--- src/rtl/bit_serializer.sv ---
`default_nettype none
// ============================================================================
//  Module   : bit_serializer
//  Purpose  : Parallel-to-serial front end for serial sequence detectors.
//             Accepts WIDTH-bit words over valid/ready and shifts out one bit
//             per bit_en strobe. A one-word holding register lets back-to-back
//             words stream with no gap bits.
//  Options  : define SER_PARITY_EN to append an even-parity bit to each word.
//  Revision : 1.0  initial release
// ============================================================================
module bit_serializer #(
   parameter int   WIDTH     = 8,
   parameter bit   MSB_FIRST = 1'b1,
   parameter logic IDLE_BIT  = 1'b0
) (
   input  logic             clk,
   input  logic             rst,
   input  logic [WIDTH-1:0] word_in,
   input  logic             word_valid,
   output logic             word_ready,
   input  logic             bit_en,
   output logic             out,
   output logic             bit_valid,
   output logic             busy,
   output logic             done
);

`ifdef SER_PARITY_EN
   localparam int NBITS = WIDTH + 1;
`else
   localparam int NBITS = WIDTH;
`endif
   localparam int CW = $clog2(NBITS + 1);
   localparam logic [CW-1:0] LAST_IDX = CW'(NBITS - 1);

   typedef enum logic [0:0] {
      IDLE  = 1'b0,
      SHIFT = 1'b1
   } state_t;

   state_t             state, state_n;
   logic [CW-1:0]      cnt, cnt_n;
   logic [NBITS-1:0]   shreg, shreg_n;     // bits still to send, next one at [0]
   logic [WIDTH-1:0]   hold, hold_n;
   logic               hold_full, hold_full_n;
   logic               out_n, bit_valid_n;
   logic               load;
   logic [NBITS-1:0]   load_seq;           // hold reordered into transmit order

   // Reorder the held word so that element 0 is always the first bit on the wire.
   genvar gi;
   generate
      for (gi = 0; gi < WIDTH; gi++) begin : g_order
         if (MSB_FIRST) begin : g_msb
            assign load_seq[gi] = hold[WIDTH-1-gi];
         end else begin : g_lsb
            assign load_seq[gi] = hold[gi];
         end
      end
   endgenerate

`ifdef SER_PARITY_EN
   // Even parity travels after the last data bit.
   assign load_seq[WIDTH] = ^hold;
`endif

   // Ready is purely a function of the holding register, never of word_valid.
   assign word_ready = ~hold_full;
   assign busy       = (state == SHIFT) | hold_full;

   // Next-state, shifter, holding register and done strobe.
   always_comb begin
      state_n     = state;
      cnt_n       = cnt;
      shreg_n     = shreg;
      out_n       = out;
      bit_valid_n = bit_valid;
      hold_n      = hold;
      hold_full_n = hold_full;
      load        = 1'b0;
      done        = 1'b0;

      case (state)
         IDLE: begin
            if (hold_full) begin
               load = 1'b1;
            end
         end
         SHIFT: begin
            if (bit_en) begin
               if (cnt == LAST_IDX) begin
                  done = 1'b1;
                  if (hold_full) begin
                     load = 1'b1;
                  end else begin
                     out_n       = IDLE_BIT;
                     bit_valid_n = 1'b0;
                     cnt_n       = '0;
                     state_n     = IDLE;
                  end
               end else begin
                  cnt_n   = cnt + CW'(1);
                  out_n   = shreg[0];
                  shreg_n = shreg >> 1;
               end
            end
         end
         default: state_n = IDLE;
      endcase

      // A load only happens with hold_full set, so it never collides with an accept.
      if (load) begin
         out_n       = load_seq[0];
         shreg_n     = load_seq >> 1;
         cnt_n       = '0;
         bit_valid_n = 1'b1;
         hold_full_n = 1'b0;
         state_n     = SHIFT;
      end

      if (word_valid && !hold_full) begin
         hold_n      = word_in;
         hold_full_n = 1'b1;
      end
   end

   // State and datapath registers with synchronous reset.
   always_ff @(posedge clk) begin
      if (rst) begin
         state     <= IDLE;
         cnt       <= '0;
         shreg     <= '0;
         hold      <= '0;
         hold_full <= 1'b0;
         out       <= IDLE_BIT;
         bit_valid <= 1'b0;
      end else begin
         state     <= state_n;
         cnt       <= cnt_n;
         shreg     <= shreg_n;
         hold      <= hold_n;
         hold_full <= hold_full_n;
         out       <= out_n;
         bit_valid <= bit_valid_n;
      end
   end

endmodule
`default_nettype wire

--- config.mk ---
export PLATFORM = sky130hd
export DESIGN_NAME = bit_serializer
export DESIGN_NICKNAME = d
export VERILOG_FILES = /design/src/rtl/bit_serializer.sv
export SDC_FILE = /design/constraint.sdc
export NUM_CORES = 1
export LEC_CHECK = 0
export CAP_MARGIN = 0
export CORE_MARGIN = 2
export CORE_UTILIZATION = 59
export CTS_BUF_LIST = sky130_fd_sc_hd__clkbuf_4 sky130_fd_sc_hd__clkbuf_8
export DETAILED_ROUTE_END_ITERATION = 8
export PLACE_DENSITY_LB_ADDON = 0.12
export SLEW_MARGIN = 20
export SYNTH_ARGS = -nofsm -noshare
export SYNTH_HDL_FRONTEND = slang
export SYNTH_SLANG_ARGS = --single-unit
--- constraint.sdc ---
create_clock -name clk -period 4.5 [get_ports clk]
set_clock_uncertainty 0.1 [all_clocks]
set_input_delay 0.45 -clock clk [delete_from_list [all_inputs] [get_ports clk]]
set_output_delay 0.45 -clock clk [all_outputs]
set_load 0.005 [all_outputs]
==> impl_results.md, run 1 <==
* Status: completed
* #FFs+latches synth at 23
* Share of the synthesized area in the top cell type at around two fifths
* Grt met2 use at 34.9%
* Power share of the combinational group at between 10% and 20%
* Synth area leaders: dfxtp_1 41%, a2111oi_2 8.0%, a21oi_1 6.2%, nor3_1 6.2%, nand2_1 6.0%
* Reg power frac at roughly 57%
* Clk Latency, worst-skew pair at about 310 ps
* Vias in the first global route at around 850
* HPWL after detailed placement at roughly 1600 um
* H-tree depth at 1
* Die W at ~48 um
* Commonest non-fill, non-tap cell in the layout: dfxtp_1
* Layout area overhead at 15.3%
* First-pass GRT wire length at between 3000 and 4000 um
* Post-synth top flop: dfxtp_1
* Hold Fails Final Rpt at 0
* Crit path max-delay family: simple AND/OR/NAND/NOR gates
* Cell taking the most area after synthesis: dfxtp_1
* Worst path slowest cell: clkdlybuf4s50_1
* CTS sink cnt at 23
* GRT overflow at 0
* CP Capture Type: output port
* Net Sw Frac at between 20% and 30%
* TritonCTS clock tree: built
* Layout net count at between 150 and 200
* CTS Buf Count at 3
* Antenna diodes at 0
* Synth unique cells at 33
* Worst Reg-to-Reg Cells at 4
* Hold_buf cts at 0
* Met3 Track Usage GR at about 5.3%
* Final setup violation count at 0
* Die Y at ~48 um
* CP Launch Type: flip-flop
* Fin crit period at about 2600 ps
* Setup TNS at 0 ps
* Routed wire per std cell at between 10 and 15 um
* CP Depth at 4
* Clk pwr share at between 20% and 30%
* Measured slew at the worst slew-check pin at 561 ps
* Critical path class: reg -> out
* Register area share after synthesis at 40.8%
* Core Util, Final at 73.8%
* Final wirelength at around 2200 um
* Net Sw Power at 0.113 mW
* Share of flip-flops with an asynchronous set or reset at 0%
* Layout cell share with drive strength beyond 1 at about a tenth
* Peak supply drop at between 0.2 and 0.25 mV
* Remaining antenna violation count at 0
* Post-CTS setup buffers at 0
* RSZ-0062 raised after global routing: false
* CP peak stage delay at roughly 510 ps
* Tcrit/Tclk final at around 58%
* Max cap viols at 0
* Via count at ~1000
* Clock Tree Buf Depth at 2
* FP Rows at 15
* GPL Wtd Cong at a little over 0.8
* Relative slew slack at around 63%
* Post-synth EDFFs at 0
* Final Max Slew Viols at 0
* GRT met1 Usage at a little under a third
* Initial core utilization at between 60 and 70%
* Synthesized cell area at between 1000 and 1500 um^2
* Power Total at slightly above 0.4 mW
* Worst Hold Depth at 2
* Leakage at 0.446 nW
* Hold/Removal Path Class: reg -> reg
* Worst Path Arrival at 2070 ps
* Post-Syn Area per Cell at about 8.3 um^2
* P per Cell Area at 317 nW/um^2
* Critical-path cell list: ha_1, nand3b_1, nor2_1, clkdlybuf4s50_1
* Max Clk Rate at approximately 380 MHz
* Internal power at ~0.3 mW
* Drt first pass iters at 4
* DRC Markers at 0
* Starting DRT DRC Count at 30
* Post-Syn Instances at between 100 and 150
* WP data required at 3950 ps
* GR peak layer: met2
* GRT Util Overall at 23.0%
* Largest net degree at the start of global routing at 17
* Via-to-Cell Ratio at between 5 and 6
* DIE AREA at around 2300 um^2
* Syn nets at ~150
* Root buffer cell: clkbuf_4
* Ports at 17
* CTS resizes at 0
* Yosys warns at 0
* Clock edge transition at the registers on the reported setup and hold paths at ~120 ps
* I/O Buffers at 16
* Crit path max fanout at 11
* Most frequent cells in the layout: 23 x dfxtp_1, 18 x nand2_1, 16 x clkdlybuf4s50_1
* CORE AREA at 1760 um^2
* Initial antenna violation count at 0
* Buf/Inv on CP at 1
[cell usage after synthesis (3+ instances only)]
cell type,count
nor2_1,3
nand3_1,4
inv_1,9
nor3_1,14
clkbuf_1,3
o21ai_1,3
a2111oi_2,6
dfxtp_1,23
a21oi_1,14
nand2_1,18
buf_2,3
nand2b_1,3
o21ai_0,9
[path summary, 6_finish.rpt]
| path | from | endpoint | slack (ps) |
|---|---|---|---|
| setup reg to reg | cnt[0] | shreg[5] | 2610 |
| hold reg to reg | hold[0] | hold[0] | 370 |
| hold / removal | hold[0] | hold[0] | 370 |
| setup / recovery | cnt[0] | done | 1880 |
[through the flow]
stage	std cells	setup slack [ps]	cell area (um^2)	hold WS, ps
floorplan	136	2960	1130	331
global placement	168	2100	1270	347
detailed placement	168	2030	1270	349
CTS	172	1880	1300	368
global route	172	1690	1300	392
finish	172	1880	1300	370
[cell type report]
class                   instances  area [um^2]
well taps                      25         31.3
fillers                       153          462
multi-input cells              95          587
flip-flops and latches         23          460
clock buffers                   4         30.0
inverters                       9         33.8
repair buffers                 16          160
[sequential cells by signal (all words and copies together), names as in the netlist]
name       count
cnt            4
hold_full      1
shreg          7
hold           8
state          1
out            1
bit_valid      1
[worst register-to-register path, cell delays in order (launching register included)]
cell and delay, ps:
dfxtp_1 390, ha_1 290, nand3b_1 360, o21ai_2 490, a2111oi_2 140
[cells by family (layout without fill, tap and decap cells)]
kind of cell / Yosys count / count (layout) / synth area share, %
mux: 1 / 1 / 0.997
flops: 23 / 23 / 40.8
fa+ha+maj: 1 / 1 / 1.11
simple gates: 54 / 54 / 25.1
compound gates: 39 / 39 / 24.7
buf+inv: 18 / 29 / 7.31
[metal layers]
metal / routed length (um) / vias up / part of all wire [%]
li1: - / 506 / -
met1: 1020 / 461 / 46
met2: 1030 / 34 / 46
met3: 135 / 7 / 6.0
met4: 44 / 0 / 2.0
met5: 0 / - / 0
[power groups by stage]
stage / registers [mW] / logic (mW) / clock network [mW]
floorplan: 0.233 / 0.0563 / 0
global placement: 0.239 / 0.0754 / 0
detailed placement: 0.240 / 0.0777 / 0
CTS: 0.236 / 0.0780 / 0.102
global route: 0.238 / 0.0866 / 0.110
finish: 0.235 / 0.0777 / 0.100
No activity file was read; power rests on OpenSTA's default activity.
==> run 2, diff against run 1 <==
CORE_UTILIZATION = 55   (was 59)
clock period = 2.66 ns   (was 4.5 ns; I/O delays follow)
==> run 2 against run 1 <==
Against the previous run:
- register-to-register slack got worse by 1700 ps
- first-iteration DRC count is 43% lower
- design area grew 1.2%
- cell count grew 2.3%
- clock power up 65%
- sequential share of layout area decreased by 0.40 points
- die area rose by 6.7%
- power up 69%
- critical path depth unchanged
- non-clock buffer count grew 2
==> impl_results.md, run 2 (same netlist as run 1, synthesis figures left out) <==
* Status: completed
* Initial core utilization at between 50% and 60%
* CP Capture Type: output port
* Layout area overhead at 16.6%
* Core Util, Final at around 68%
* Design area at about 1300 um^2
* Commonest non-fill, non-tap cell in the layout: dfxtp_1
* Post-CTS setup buffers at 0
* Crit path max fanout at 8
* Most frequent cells in the layout: 23 x dfxtp_1, 18 x nand2_1, 16 x clkdlybuf4s50_1
* Worst Hold Depth at 2
* Hold Fails Final Rpt at 0
* Clk Latency, worst-skew pair at slightly above 300 ps
* Initial antenna violation count at 0
* Hold_buf cts at 0
* Starting DRT DRC Count at 17
* CORE AREA at roughly 1900 um^2
* HPWL after detailed placement at around 1700 um
* FILL cells at ~190
* Remaining antenna violation count at 0
* Layout cell share with drive strength beyond 1 at 11.4%
* DRC Markers at 0
* Via-to-Cell Ratio at ~5.7
* Worst Path Arrival at ~1800 ps
* H-tree depth at 1
* Critical path class: reg -> out
* Antenna diodes at 0
* DIE AREA at 2430 um^2
* Setup TNS at 0 ps
* Root buffer cell: clkbuf_4
* Via count at around 1000
* Worst Reg-to-Reg Cells at 5
* Largest register FFs at 8
* GRT overflow at 0
* CTS resizes at 0
* Max cap viols at 0
* CTS Buf Count at 3
* Power Total at 0.697 mW
* Reg2reg end: shreg[5]
* Ports at 17
* Fin crit period at about 2200 ps
* I/O Buffers at 16
* RSZ-0062 raised after global routing: false
* RR Startpoint: cnt[0]
* Routed wire per std cell at roughly 13 um
* Die W at about 50 um
* Measured slew at the worst slew-check pin at between 500 and 600 ps
* Clock edge transition at the registers on the reported setup and hold paths at roughly 130 ps
* R2r setup slk at 890 ps
* Die Y at roughly 49 um
* Max Clk Rate at roughly 460 MHz
* Clock Tree Buf Depth at 2
* Drt first pass iters at 4
* Hold path startpoint: hold[0]
* WP data required at approximately 2300 ps
* GPL Wtd Cong at approximately 0.83
* Vias in the first global route at approximately 930
* FP Rows at 16
* Hold/Removal Path Class: reg -> reg
* Layout net count at 163
* GRT Util Overall at roughly a fifth
* Leading registers by flop count: hold (8), shreg (7), cnt (4)
* Final Max Slew Viols at 0
* WHS Endpoint: hold[0]
* P per Cell Area at about 530 nW/um^2
* Final setup violation count at 0
* CTS sink cnt at 23
* Relative slew slack at ~65%
* Placed cell area at roughly 1300 um^2
* TritonCTS clock tree: built
* Tcrit/Tclk final at about four fifths
* Peak supply drop at 0.363 mV
* Largest net degree at the start of global routing at 17
* First-pass GRT wire length at ~4000 um
* CP Launch Type: flip-flop
* Final wirelength at approximately 2400 um
* Leakage at 0.454 nW
* Register bank with the most flops: hold
[run 2: final cells by class]
| class | instances | area (um^2) | share of cell area, % |
|---|---|---|---|
| clock buffers | 3 | 22.5 | 1.71 |
| well taps | 27 | 33.8 | 2.56 |
| inverters | 9 | 33.8 | 2.56 |
| multi-input cells | 95 | 587 | 44.5 |
| flip-flops and latches | 23 | 460 | 34.9 |
| clock inverters | 1 | 5.00 | 0.380 |
| repair buffers | 18 | 175 | 13.3 |
[run 2: layer usage]
metal / part of all wire, % / vias to the layer above / track usage [%]
met5: 0 / - / 0
met4: 0.89 / 0 / 8.57
met3: 2.3 / 2 / 1.84
met2: 48 / 20 / 35.4
met1: 49 / 475 / 28.2
li1: - / 510 / -
[run 2: where the power goes]
part	switching [mW]	total (mW)	internal, mW
Combinational	0.0672	0.133	0.0660
Clock	0.109	0.165	0.0561
Sequential	0.0255	0.399	0.373
Total	0.202	0.697	0.495
[run 2: worst max-delay path by stage]
stage	start	to	slack, ps
global placement	bit_en	done	600
finish	cnt[0]	done	490
detailed placement	bit_en	done	570
CTS	cnt[0]	done	500
floorplan	cnt[0]	cnt[0]	1160
global route	cnt[0]	done	360
[run 2: critical path: stages, from the launching register on]
cell and delay (ps):
dfxtp_1 410, ha_1 310, nand3b_1 150, nor2_1 120, clkdlybuf4s50_1 510
[run 2: per-stage QoR]
step | hold slack [ps] | std cells | worst slack [ps]
floorplan | 235 | 136 | 1160
global placement | 348 | 172 | 600
detailed placement | 349 | 172 | 568
CTS | 369 | 176 | 498
global route | 376 | 176 | 361
finish | 366 | 176 | 486
